## src/rtl/div_pkg.sv

```systemverilog
// Shared types and constants for the sequential restoring divider.
package div_pkg;

  // Operand width used when the divider is instantiated without overrides.
  localparam int DIV_WIDTH = 16;

  // Controller states: waiting for operands, iterating, holding a result.
  typedef enum logic [1:0] {
    IDLE = 2'd0,
    BUSY = 2'd1,
    DONE = 2'd2
  } div_state_t;

endpackage

```

## src/rtl/divider_step.sv

```systemverilog
// One restoring-division iteration: shift {rem, quo} left by one bit, try to
// subtract the divisor from the widened remainder, keep the difference if it
// did not borrow and record the outcome in the new quotient LSB.
module divider_step #(
  parameter int WIDTH = 16
) (
  input  logic [WIDTH-1:0] rem,
  input  logic [WIDTH-1:0] quo,
  input  logic [WIDTH-1:0] divisor,
  output logic [WIDTH-1:0] rem_next,
  output logic [WIDTH-1:0] quo_next
);

  logic [WIDTH:0]   rem_shift;
  logic [WIDTH:0]   trial;
  logic             borrow;
  // The top trial bit is always zero when no borrow occurs because the
  // incoming remainder is already smaller than the divisor.
  logic             unused_trial_msb;

  // Shift, trial-subtract one bit wider than the operands, then restore or keep.
  always_comb begin
    rem_shift         = {rem, quo[WIDTH-1]};
    {borrow, trial}   = {1'b0, rem_shift} - {2'b00, divisor};
    quo_next          = {quo[WIDTH-2:0], ~borrow};
    rem_next          = borrow ? rem_shift[WIDTH-1:0] : trial[WIDTH-1:0];
    unused_trial_msb  = trial[WIDTH];
  end

endmodule

```

## src/rtl/divider.sv

```systemverilog
// Sequential unsigned divider with valid/ready handshakes on both sides.
// Non-zero divisors take WIDTH restoring iterations, one per clock; a zero
// divisor is resolved at acceptance (quotient all ones, remainder = dividend).
module divider
  import div_pkg::*;
#(
  parameter int WIDTH = DIV_WIDTH
) (
  input  logic             clk,
  input  logic             rst_n,
  input  logic             in_valid,
  output logic             in_ready,
  input  logic [WIDTH-1:0] dividend,
  input  logic [WIDTH-1:0] divisor,
  output logic             out_valid,
  input  logic             out_ready,
  output logic [WIDTH-1:0] quotient,
  output logic [WIDTH-1:0] remainder,
  output logic             div_by_zero
);

  localparam int CW = (WIDTH > 2) ? $clog2(WIDTH) : 1;

  div_state_t       state_reg;
  logic [WIDTH-1:0] quo_reg;
  logic [WIDTH-1:0] rem_reg;
  logic [WIDTH-1:0] dvs_reg;
  logic [CW-1:0]    cnt_reg;
  logic             dbz_reg;

  logic [WIDTH-1:0] quo_next;
  logic [WIDTH-1:0] rem_next;

  divider_step #(
    .WIDTH (WIDTH)
  ) u_step (
    .rem      (rem_reg),
    .quo      (quo_reg),
    .divisor  (dvs_reg),
    .rem_next (rem_next),
    .quo_next (quo_next)
  );

  // Handshake flags decode straight from state so no input reaches an output.
  always_comb begin
    in_ready    = (state_reg == IDLE);
    out_valid   = (state_reg == DONE);
    quotient    = quo_reg;
    remainder   = rem_reg;
    div_by_zero = dbz_reg;
  end

  // Controller and datapath registers: accept, iterate, hold until consumed.
  always_ff @(posedge clk or negedge rst_n) begin
    if (!rst_n) begin
      state_reg <= IDLE;
      quo_reg   <= '0;
      rem_reg   <= '0;
      dvs_reg   <= '0;
      cnt_reg   <= '0;
      dbz_reg   <= 1'b0;
    end else begin
      case (state_reg)
        IDLE: begin
          if (in_valid) begin
            dvs_reg <= divisor;
            if (divisor == '0) begin
              quo_reg   <= '1;
              rem_reg   <= dividend;
              dbz_reg   <= 1'b1;
              state_reg <= DONE;
            end else begin
              quo_reg   <= dividend;
              rem_reg   <= '0;
              dbz_reg   <= 1'b0;
              cnt_reg   <= CW'(WIDTH - 1);
              state_reg <= BUSY;
            end
          end
        end
        BUSY: begin
          quo_reg <= quo_next;
          rem_reg <= rem_next;
          if (cnt_reg == '0) begin
            state_reg <= DONE;
          end else begin
            cnt_reg <= cnt_reg - 1'b1;
          end
        end
        DONE: begin
          if (out_ready) begin
            state_reg <= IDLE;
          end
        end
        default: state_reg <= IDLE;
      endcase
    end
  end

endmodule
```

## config.mk

```make
export PLATFORM = sky130hd
export DESIGN_NAME = divider
export DESIGN_NICKNAME = d
export VERILOG_FILES = /design/src/rtl/div_pkg.sv /design/src/rtl/divider_step.sv /design/src/rtl/divider.sv
export SDC_FILE = /design/constraint.sdc
export NUM_CORES = 1
export LEC_CHECK = 0
export ABC_CLOCK_PERIOD_IN_PS = 6100
export CAP_MARGIN = 15
export CORE_UTILIZATION = 56
export DETAILED_ROUTE_END_ITERATION = 7
export PLACE_DENSITY = 0.86
export SYNTH_ARGS = -nofsm -noshare
export SYNTH_HDL_FRONTEND = slang
export SYNTH_SLANG_ARGS = --single-unit
```

## constraint.sdc

```tcl
create_clock -name clk -period 6.1 [get_ports clk]
set_input_delay 1.22 -clock clk [delete_from_list [all_inputs] [get_ports clk]]
set_output_delay 1.22 -clock clk [all_outputs]
set_load 0.1 [all_outputs]
```

==> flow_summary.toml, run 1 <==
[outcome]
run_status = "completed"

[sta]
maxSlewViolCount = 0
final_clock_period_utilization_by_the_worst_path = 0.571
rel_slew_slack = 0.308
timing.final.setup_violations = 0
fin_tns_setup_ns = 0
post-route-worst-setup-slack_ns = 2.62
tightestPinTransition_ns = 1.04
unrepaired_setup_endpoints_after_global_routing = "no"
post_layout_min_period_ns = 3.48
clock-skew-final_ns = 0.0151
report.final.hold_viol_count = 0
max_freq_ghz = 0.287

[global_route]
grt_use_total = 0.291
grt_pass1_vias = 2983
grt_pass1_wl_um = 14600
antenna_found_initial = 0
overflow = 0
grt_start_max_net_pins = 67

[clock_tree]
worstSkewPairLatency_ns = 0.32
cts_setup_buffers = 0
numCtsBuffers = 5
htree_num_levels = 2
clk_path_buf_depth = 2
post_cts_resized = 0
cts_tree = "built"
clock-sinks = 55
worst_setup_hold_path_clk_slew_ns = 0.11
post_cts_hold_buffer_count = 0
cts_root_buf = "sky130_fd_sc_hd__clkbuf_8"

[routing]
initialDrtViolationCount = 266
finalWirelength_um = 8970
drtPass1Iterations = 5
dr_total_vias = 3272
drcViolationCount = 0
detailed_route_vias_per_instance = 6.06
wire_per_inst_um = 16.6
antenna_violating_nets_post_route = 0

[worst_setup_path]
reg2reg_setup_slack_ns = 3.53
critical_setup_path_class = "reg -> out"
r2r_cells = 6
r2r_start = "state_reg[0]"
data_arrival_time_of_the_worst_path_ns = 2.26
cp-endpoint = "in_ready"
cp-start-kind = "flip-flop"
worstSetupStartpoint = "state_reg[0]"
critPathCaptureType = "primary output"
worst_r2r_endpoint = "cnt_reg[3]"
critPathRequiredTime_ns = 4.88
path_max_fanout = 6

[synthesis]
ys_types = 51
synth_fp_nets = 464
yosys-top-cells-count = "60 x sky130_fd_sc_hd__nand2_1, 55 x sky130_fd_sc_hd__dfrtp_1, 31 x sky130_fd_sc_hd__o21ai_0, 28 x sky130_fd_sc_hd__nor2_1, 22 x sky130_fd_sc_hd__inv_1"
synth_sequential_area_ratio = 0.390
post_synth_instance_area_mm2 = 0.00353
synthTopCellsByArea = "sky130_fd_sc_hd__dfrtp_1 39%, sky130_fd_sc_hd__nand2_1 6.4%, sky130_fd_sc_hd__ha_1 6.0%"
ys.warnings.count = 0
synth-main-ff-cell = "sky130_fd_sc_hd__dfrtp_1"
synth-edff-count = 0
async_flop_share = 1.00
synth_top_area_cell = "sky130_fd_sc_hd__dfrtp_1"
post_synth.cell_area_avg_um2 = 8.62
yosys_reg_bits = 55
leading_cell_type_by_number_of_instances_after_synthesis = "sky130_fd_sc_hd__nand2_1"
synthDominantCellAreaShare = 0.390
netlist_instances = 410

[layout]
final-instance-count-excl-fill = 540
area.growth.synth_to_final_pct = 22.7
insertedDiodeCount = 0
stdcell_area_mm2 = 0.00434
finish.net_count = 519
final_layout_size_suffix_gt1_frac = 0.0667

[floorplanning]
core.rowCount = 28
start_util = 0.590
horiz_die_dim_um = 81.4
core_region_area_mm2 = 0.00599
die_h_um = 81.4
boundaryPins = 71
dieArea_mm2 = 0.00663

[place]
gpl.final_weighted_congestion = 0.886
placed_instance_area_mm2 = 0.00422
port-buffer-count = 70
dp.final_hpwl_um = 6510
total_instance_count_after_detailed_placement = 532
pre_cts_slack_ns = 2.53

[worst_hold_path]
class_of_the_tightest_hold_or_removal_check = "reg -> reg"

[job]
maxCapViolations = 0
==> cells by family (layout without fill, tap and decap cells) <==
logic type               Yosys count  count (layout)  share of synthesized area
AND/OR/NAND/NOR                  162             162                      0.226
AO/OA/AOI/OAI                    109             109                      0.212
flip-flops                        55              55                      0.390
buffers and inverters             48             103                     0.0609
adder cells (fa/ha/maj)           18              18                     0.0659
XOR/XNOR                          14              14                     0.0347
multiplexers                       4               4                     0.0113
==> critical path, cell delays in order, from the launching register on <==
cell,delay (ns)
sky130_fd_sc_hd__dfrtp_1,0.46
sky130_fd_sc_hd__nor2_1,0.28
sky130_fd_sc_hd__clkdlybuf4s50_1,1.21
==> through the flow <==
step           hold WS [ns]  utilization
3_3_place_gp          0.466        0.705
5_1_grt               0.522        0.724
4_1_cts               0.496        0.719
6_report              0.497        0.724
3_5_place_dp          0.469        0.705
2_1_floorplan         0.450            -
==> cell usage in the layout, fill, tap and decap left out, types with 3 or more instances in the layout <==
cell type and n:
sky130_fd_sc_hd__ha_1 17, sky130_fd_sc_hd__a21oi_1 20, sky130_fd_sc_hd__a21o_1 4, sky130_fd_sc_hd__dfrtp_1 55, sky130_fd_sc_hd__nand4_1 4, sky130_fd_sc_hd__nor3_1 21, sky130_fd_sc_hd__xor2_1 9, sky130_fd_sc_hd__nand3_1 17
sky130_fd_sc_hd__clkdlybuf4s50_1 69, sky130_fd_sc_hd__clkbuf_8 5, sky130_fd_sc_hd__nor4_1 5, sky130_fd_sc_hd__inv_1 22, sky130_fd_sc_hd__a211oi_1 8, sky130_fd_sc_hd__buf_4 3, sky130_fd_sc_hd__a311oi_1 5, sky130_fd_sc_hd__nand2b_1 9
sky130_fd_sc_hd__nand2_1 60, sky130_fd_sc_hd__and3_1 7, sky130_fd_sc_hd__xnor2_1 5, sky130_fd_sc_hd__o221a_2 6, sky130_fd_sc_hd__nor2_1 28, sky130_fd_sc_hd__o21ai_0 31, sky130_fd_sc_hd__mux2i_1 4, sky130_fd_sc_hd__o31ai_1 17
==> cell type report <==
class	count	area, µm²
Timing Repair Buffer	74	746
Clock buffer	5	68.8
Inverter	22	82.6
Tap cell	75	93.8
Fill cell	473	1660
Sequential cell	55	1380
Multi-Input combinational cell	307	1950
Clock inverter	2	17.5
==> routing by layer <==
layer / track usage / vias up / share of wire
li1: - / 1587 / -
met1: 0.392 / 1582 / 0.43
met2: 0.488 / 89 / 0.51
met3: 0.0444 / 14 / 0.037
met4: 0.0750 / 0 / 0.015
met5: 0 / - / 0
==> worst min-delay path by stage <==
| stage | start | endpoint | slack [ns] | depth (start not counted) |
|---|---|---|---|---|
| 2_1_floorplan | dvs_reg[0] | dvs_reg[0] | 0.45 | 2 |
| 3_3_place_gp | div_by_zero | div_by_zero | 0.47 | 2 |
| 3_5_place_dp | div_by_zero | div_by_zero | 0.47 | 2 |
| 4_1_cts | div_by_zero | div_by_zero | 0.50 | 2 |
| 5_1_grt | dvs_reg[0] | dvs_reg[0] | 0.52 | 2 |
| 6_report | div_by_zero | div_by_zero | 0.50 | 2 |
Power of run 1 is not shown: default switching activity piles up to over one toggle a cycle in this logic, so the estimate is an artifact.
==> run 2: changes to the inputs <==
--- a/config.mk
+++ b/config.mk
@@ -5,11 +5,11 @@
 export SDC_FILE = /design/constraint.sdc
 export NUM_CORES = 1
 export LEC_CHECK = 0
-export ABC_CLOCK_PERIOD_IN_PS = 6100
+export ABC_CLOCK_PERIOD_IN_PS = 3310
 export CAP_MARGIN = 15
-export CORE_UTILIZATION = 56
+export CORE_UTILIZATION = 52
 export DETAILED_ROUTE_END_ITERATION = 7
-export PLACE_DENSITY = 0.86
+export PLACE_DENSITY = 0.81
 export SYNTH_ARGS = -nofsm -noshare
 export SYNTH_HDL_FRONTEND = slang
 export SYNTH_SLANG_ARGS = --single-unit
==> constraint.sdc (replaced) <==
create_clock -name clk -period 3.31 [get_ports clk]
set_input_delay 0.662 -clock clk [delete_from_list [all_inputs] [get_ports clk]]
set_output_delay 0.662 -clock clk [all_outputs]
set_load 0.1 [all_outputs]
==> flow_summary.toml, run 2 (synthesis results as in run 1) <==
[routing]
dr_total_vias = 3298
antenna_violating_nets_post_route = 0
finalWirelength_um = 9220
drcViolationCount = 6
wire_per_inst_um = 16.9
initialDrtViolationCount = 259
detailed_route_vias_per_instance = 6.04
drtPass1Iterations = 7

[global_route]
grt_start_max_net_pins = 56
grt_use_met2 = 0.450
overflow = 0
grt_pass1_vias = 3164
grt-busiest-layer = "met2"
antenna_found_initial = 0
grt_use_met1 = 0.356
grt_pass1_wl_um = 15300
met3_usage = 0.0452
grt_use_total = 0.269

[clock_tree]
clk_path_buf_depth = 2
numCtsBuffers = 5
worst_setup_hold_path_clk_slew_ns = 0.10
worstSkewPairLatency_ns = 0.32
cts_root_buf = "sky130_fd_sc_hd__clkbuf_8"
cts_setup_buffers = 0
clock-sinks = 55
post_cts_resized = 0
htree_num_levels = 2
cts_tree = "built"
post_cts_hold_buffer_count = 0

[floorplanning]
horiz_die_dim_um = 84.4
core.rowCount = 29
dieArea_mm2 = 0.00713
start_util = 0.547
boundaryPins = 71
die_h_um = 84.4
core_region_area_mm2 = 0.00646

[layout]
multi_input_comb_area_mm2 = 0.00195
layout.cells.most_common_list = "60 x sky130_fd_sc_hd__nand2_1, 55 x sky130_fd_sc_hd__dfrtp_1, 43 x sky130_fd_sc_hd__buf_4, 34 x sky130_fd_sc_hd__clkdlybuf4s50_1, 31 x sky130_fd_sc_hd__o21ai_0"
insertedDiodeCount = 0
sequential_cell_area_mm2 = 0.00138
final_layout_size_suffix_gt1_frac = 0.149
fill_cells = 560
finish.net_count = 523
area.growth.synth_to_final_pct = 20.6
mostFrequentLayoutCell = "sky130_fd_sc_hd__nand2_1"
layout.core_utilization = 0.660

[place]
dp.final_hpwl_um = 6790
gpl.final_weighted_congestion = 0.834
port-buffer-count = 70

[sta]
timing.final.setup_violations = 0
clock-skew-final_ns = 0.0113
fin_tns_setup_ns = 0
final_clock_period_utilization_by_the_worst_path = 0.765
rel_slew_slack = 0.420
report.final.hold_viol_count = 0
max_freq_ghz = 0.395
unrepaired_setup_endpoints_after_global_routing = "no"
post_layout_min_period_ns = 2.53
fin_worst_hold_slack_ns = 0.469
tightestPinTransition_ns = 0.868
maxSlewViolCount = 0

[worst_setup_path]
worstSetupStartpoint = "remainder[10]"
r2r_start = "remainder[10]"
reg2reg_setup_slack_ns = 0.78
r2r_cells = 7
path_max_fanout = 15
slowest_stage = "sky130_fd_sc_hd__ha_1"
data_arrival_time_of_the_worst_path_ns = 2.75
critPathCaptureType = "flip-flop"
cp-start-kind = "flip-flop"
critPathMaxStageDelay_ns = 0.52
critical_setup_path_class = "reg -> reg"
cell_breakdown_of_the_critical_path = "ha_1, nand4_4, nor4b_4, o211ai_2, nand3_4, nand2_1, o221a_2"
critPathRequiredTime_ns = 3.53

[worst_hold_path]
class_of_the_tightest_hold_or_removal_check = "in -> async"

[job]
maxCapViolations = 0

[outcome]
failing_checks = "DRC"
run_status = "finished with violations"
run 2: changes by cell type in the layout (fill, tap and decap cells not counted), sizes merged:
cell	previous run	this run
buf	5	44
clkbuf	5	6
clkdlybuf4s50	69	34
inv	23	22
run 2: metal layers:
layer	wire length, µm	vias to the layer above	share of wire
li1	-	1586	-
met1	4060	1573	0.44
met2	4410	119	0.48
met3	479	20	0.052
met4	268	0	0.029
met5	0	-	0
run 2: metrics by stage:
step,worst slack [ns],cells,instance area [µm²]
2_1_floorplan,0.417,410,3530
3_3_place_gp,0.647,539,4170
3_5_place_dp,0.552,539,4170
4_1_cts,0.797,546,4260
5_1_grt,0.648,546,4260
6_report,0.777,546,4260
run 2: cell type report:
cell class                      count  share of cell area
Clock buffer                        6              0.0194
Clock inverter                      1             0.00117
Inverter                           22              0.0194
Multi-Input combinational cell    307               0.458
Sequential cell                    55               0.323
Tap cell                           77              0.0226
Timing Repair Buffer               78               0.157
run 2: worst paths after layout:
check                                end
setup / recovery           remainder[13]
hold / removal              quotient[14]
setup reg to reg           remainder[13]
hold reg to reg               dvs_reg[0]
max in group asynchronous     dvs_reg[3]
min in group clk              dvs_reg[0]
run 2: critical path: cells and delay by family (launching register included):
family          cells  cell delay, ns
compound gates      2            0.48
fa+ha+maj           1            0.52
simple gates        4            0.97
flops               1            0.46
Power of run 2 is left out for the same reason.
==> run 3: changes to the inputs <==
--- a/config.mk
+++ b/config.mk
@@ -5,11 +5,11 @@
 export SDC_FILE = /design/constraint.sdc
 export NUM_CORES = 1
 export LEC_CHECK = 0
-export ABC_CLOCK_PERIOD_IN_PS = 3310
+export ABC_CLOCK_PERIOD_IN_PS = 2050
 export CAP_MARGIN = 15
-export CORE_UTILIZATION = 52
+export CORE_UTILIZATION = 47
 export DETAILED_ROUTE_END_ITERATION = 7
-export PLACE_DENSITY = 0.81
+export PLACE_DENSITY = 0.77
 export SYNTH_ARGS = -nofsm -noshare
 export SYNTH_HDL_FRONTEND = slang
 export SYNTH_SLANG_ARGS = --single-unit
==> constraint.sdc (replaced) <==
create_clock -name clk -period 2.05 [get_ports clk]
set_input_delay 0.41 -clock clk [delete_from_list [all_inputs] [get_ports clk]]
set_output_delay 0.41 -clock clk [all_outputs]
set_load 0.1 [all_outputs]
==> flow_summary.toml, run 3 (synthesis results as in run 1) <==
[layout]
layout.cells.most_common_list = "110 x sky130_fd_sc_hd__buf_4, 58 x sky130_fd_sc_hd__nand2_1, 39 x sky130_fd_sc_hd__dfrtp_1, 34 x sky130_fd_sc_hd__clkdlybuf4s50_1"
area.growth.synth_to_final_pct = 52.3
stdcell_area_mm2 = 0.00538
finish.net_count = 600
mostFrequentLayoutCell = "sky130_fd_sc_hd__buf_4"
insertedDiodeCount = 0
final_layout_size_suffix_gt1_frac = 0.358

[worst_setup_path]
path_buf_inv = 2
critPathMaxStageDelay_ns = 0.51
slowest_stage = "sky130_fd_sc_hd__dfrtp_4"
reg2reg_setup_slack_ns = -0.27
crit_cells = 9
data_arrival_time_of_the_worst_path_ns = 2.57
cp-start-kind = "flip-flop"
critPathCaptureType = "flip-flop"
worst_r2r_endpoint = "remainder[13]"
critPathRequiredTime_ns = 2.30
largest_delay_contributor_family_on_the_critical_path = "simple AND/OR/NAND/NOR gates"
r2r_start = "remainder[11]"
cell_breakdown_of_the_critical_path = "ha_4, nand4_4, buf_4, buf_4, nor3_1, o21ai_0, nand3_1, xor2_1, o221a_4"
r2r_cells = 9
path_max_fanout = 6
critical-path-top-cell-by-count = "sky130_fd_sc_hd__buf_4"
critical_setup_path_class = "reg -> reg"

[clock_tree]
worstSkewPairLatency_ns = 0.31
post_cts_hold_buffer_count = 0
clock-sinks = 55
clk_path_buf_depth = 2
worst_setup_hold_path_clk_slew_ns = 0.11
htree_num_levels = 2
cts_tree = "built"
numCtsBuffers = 5
cts_root_buf = "sky130_fd_sc_hd__clkbuf_8"

[outcome]
run_status = "finished with violations"
failing_checks = "setup timing"

[job]
maxCapViolations = 0

[floorplanning]
start_util = 0.487
boundaryPins = 71
core.rowCount = 31
horiz_die_dim_um = 88.7
core_region_area_mm2 = 0.00725
dieArea_mm2 = 0.00787
die_h_um = 88.7

[sta]
post-route-worst-setup-slack_ns = -0.271
fin_tns_setup_ns = -1.26
fin_worst_hold_slack_ns = 0.0890
maxSlewViolCount = 0
final_clock_period_utilization_by_the_worst_path = 1.13
unrepaired_setup_endpoints_after_global_routing = "yes"
tightestPinTransition_ns = 0.576
timing.final.setup_violations = 16
post_layout_min_period_ns = 2.32
rel_slew_slack = 0.616
max_freq_ghz = 0.431
clock-skew-final_ns = 0.0112
report.final.hold_viol_count = 0

[worst_hold_path]
class_of_the_tightest_hold_or_removal_check = "in -> async"

[global_route]
grt_pass1_vias = 3490
overflow = 0
grt_pass1_wl_um = 17100
grt_start_max_net_pins = 51
grt_use_total = 0.291
antenna_found_initial = 0

[routing]
detailed_route_vias_per_instance = 5.69
drtPass1Iterations = 5
dr_total_vias = 3675
antenna_violating_nets_post_route = 0
wire_per_inst_um = 16.8
initialDrtViolationCount = 214
finalWirelength_um = 10900
drcViolationCount = 0

[place]
port-buffer-count = 70
pre_cts_slack_ns = -0.163
gpl.final_weighted_congestion = 0.870
placed_instance_area_mm2 = 0.00508
dp.final_hpwl_um = 8070
[run 3: changes by cell type in the layout (fill, tap and decap cells not counted), moves of 6 or more]
cell	change
sky130_fd_sc_hd__o21ai_0	-6
sky130_fd_sc_hd__dfrtp_1	-16
sky130_fd_sc_hd__ha_4	+13
sky130_fd_sc_hd__buf_12	+8
sky130_fd_sc_hd__buf_4	+67
sky130_fd_sc_hd__ha_1	-13
sky130_fd_sc_hd__dfrtp_4	+14
[run 3: layer usage]
layer	up-vias	part of all wire	global-route usage
li1	1747	-	-
met1	1782	0.43	0.361
met2	118	0.50	0.515
met3	28	0.041	0.0429
met4	0	0.027	0.0997
met5	-	0	0
[run 3: how the worst max path moves through the flow]
stage | startpoint | to
CTS | quotient[15] | remainder[12]
global placement | divisor[14] | remainder[9]
floorplan | remainder[9] | remainder[11]
global route | remainder[11] | remainder[13]
detailed placement | divisor[13] | cnt_reg[2]
finish | remainder[11] | remainder[13]
[run 3: cell type report]
type / instances / area, µm²
fill: 509 / 1870
multi-input combinational: 307 / 2270
sequential: 55 / 1430
inverter: 22 / 85.1
clock buffer: 5 / 68.8
timing repair buffer: 155 / 1350
clock inverter: 3 / 43.8
tap: 99 / 124
[run 3: timing repair]
action / CTS / global route
pin swaps: 17 / 2
hold endpoints to repair: 0 / 0
endpoints found under the setup margin: 16 / 16
setup buffers: 2 / 3
resized for setup: 23 / 5
[run 3: stage by stage]
stage	std cells	util
final	646	0.742
after global routing	646	0.742
after CTS	643	0.737
after detailed placement	633	0.700
after global placement	633	0.700
after floorplan	410	-
Power of run 3 is left out for the same reason.
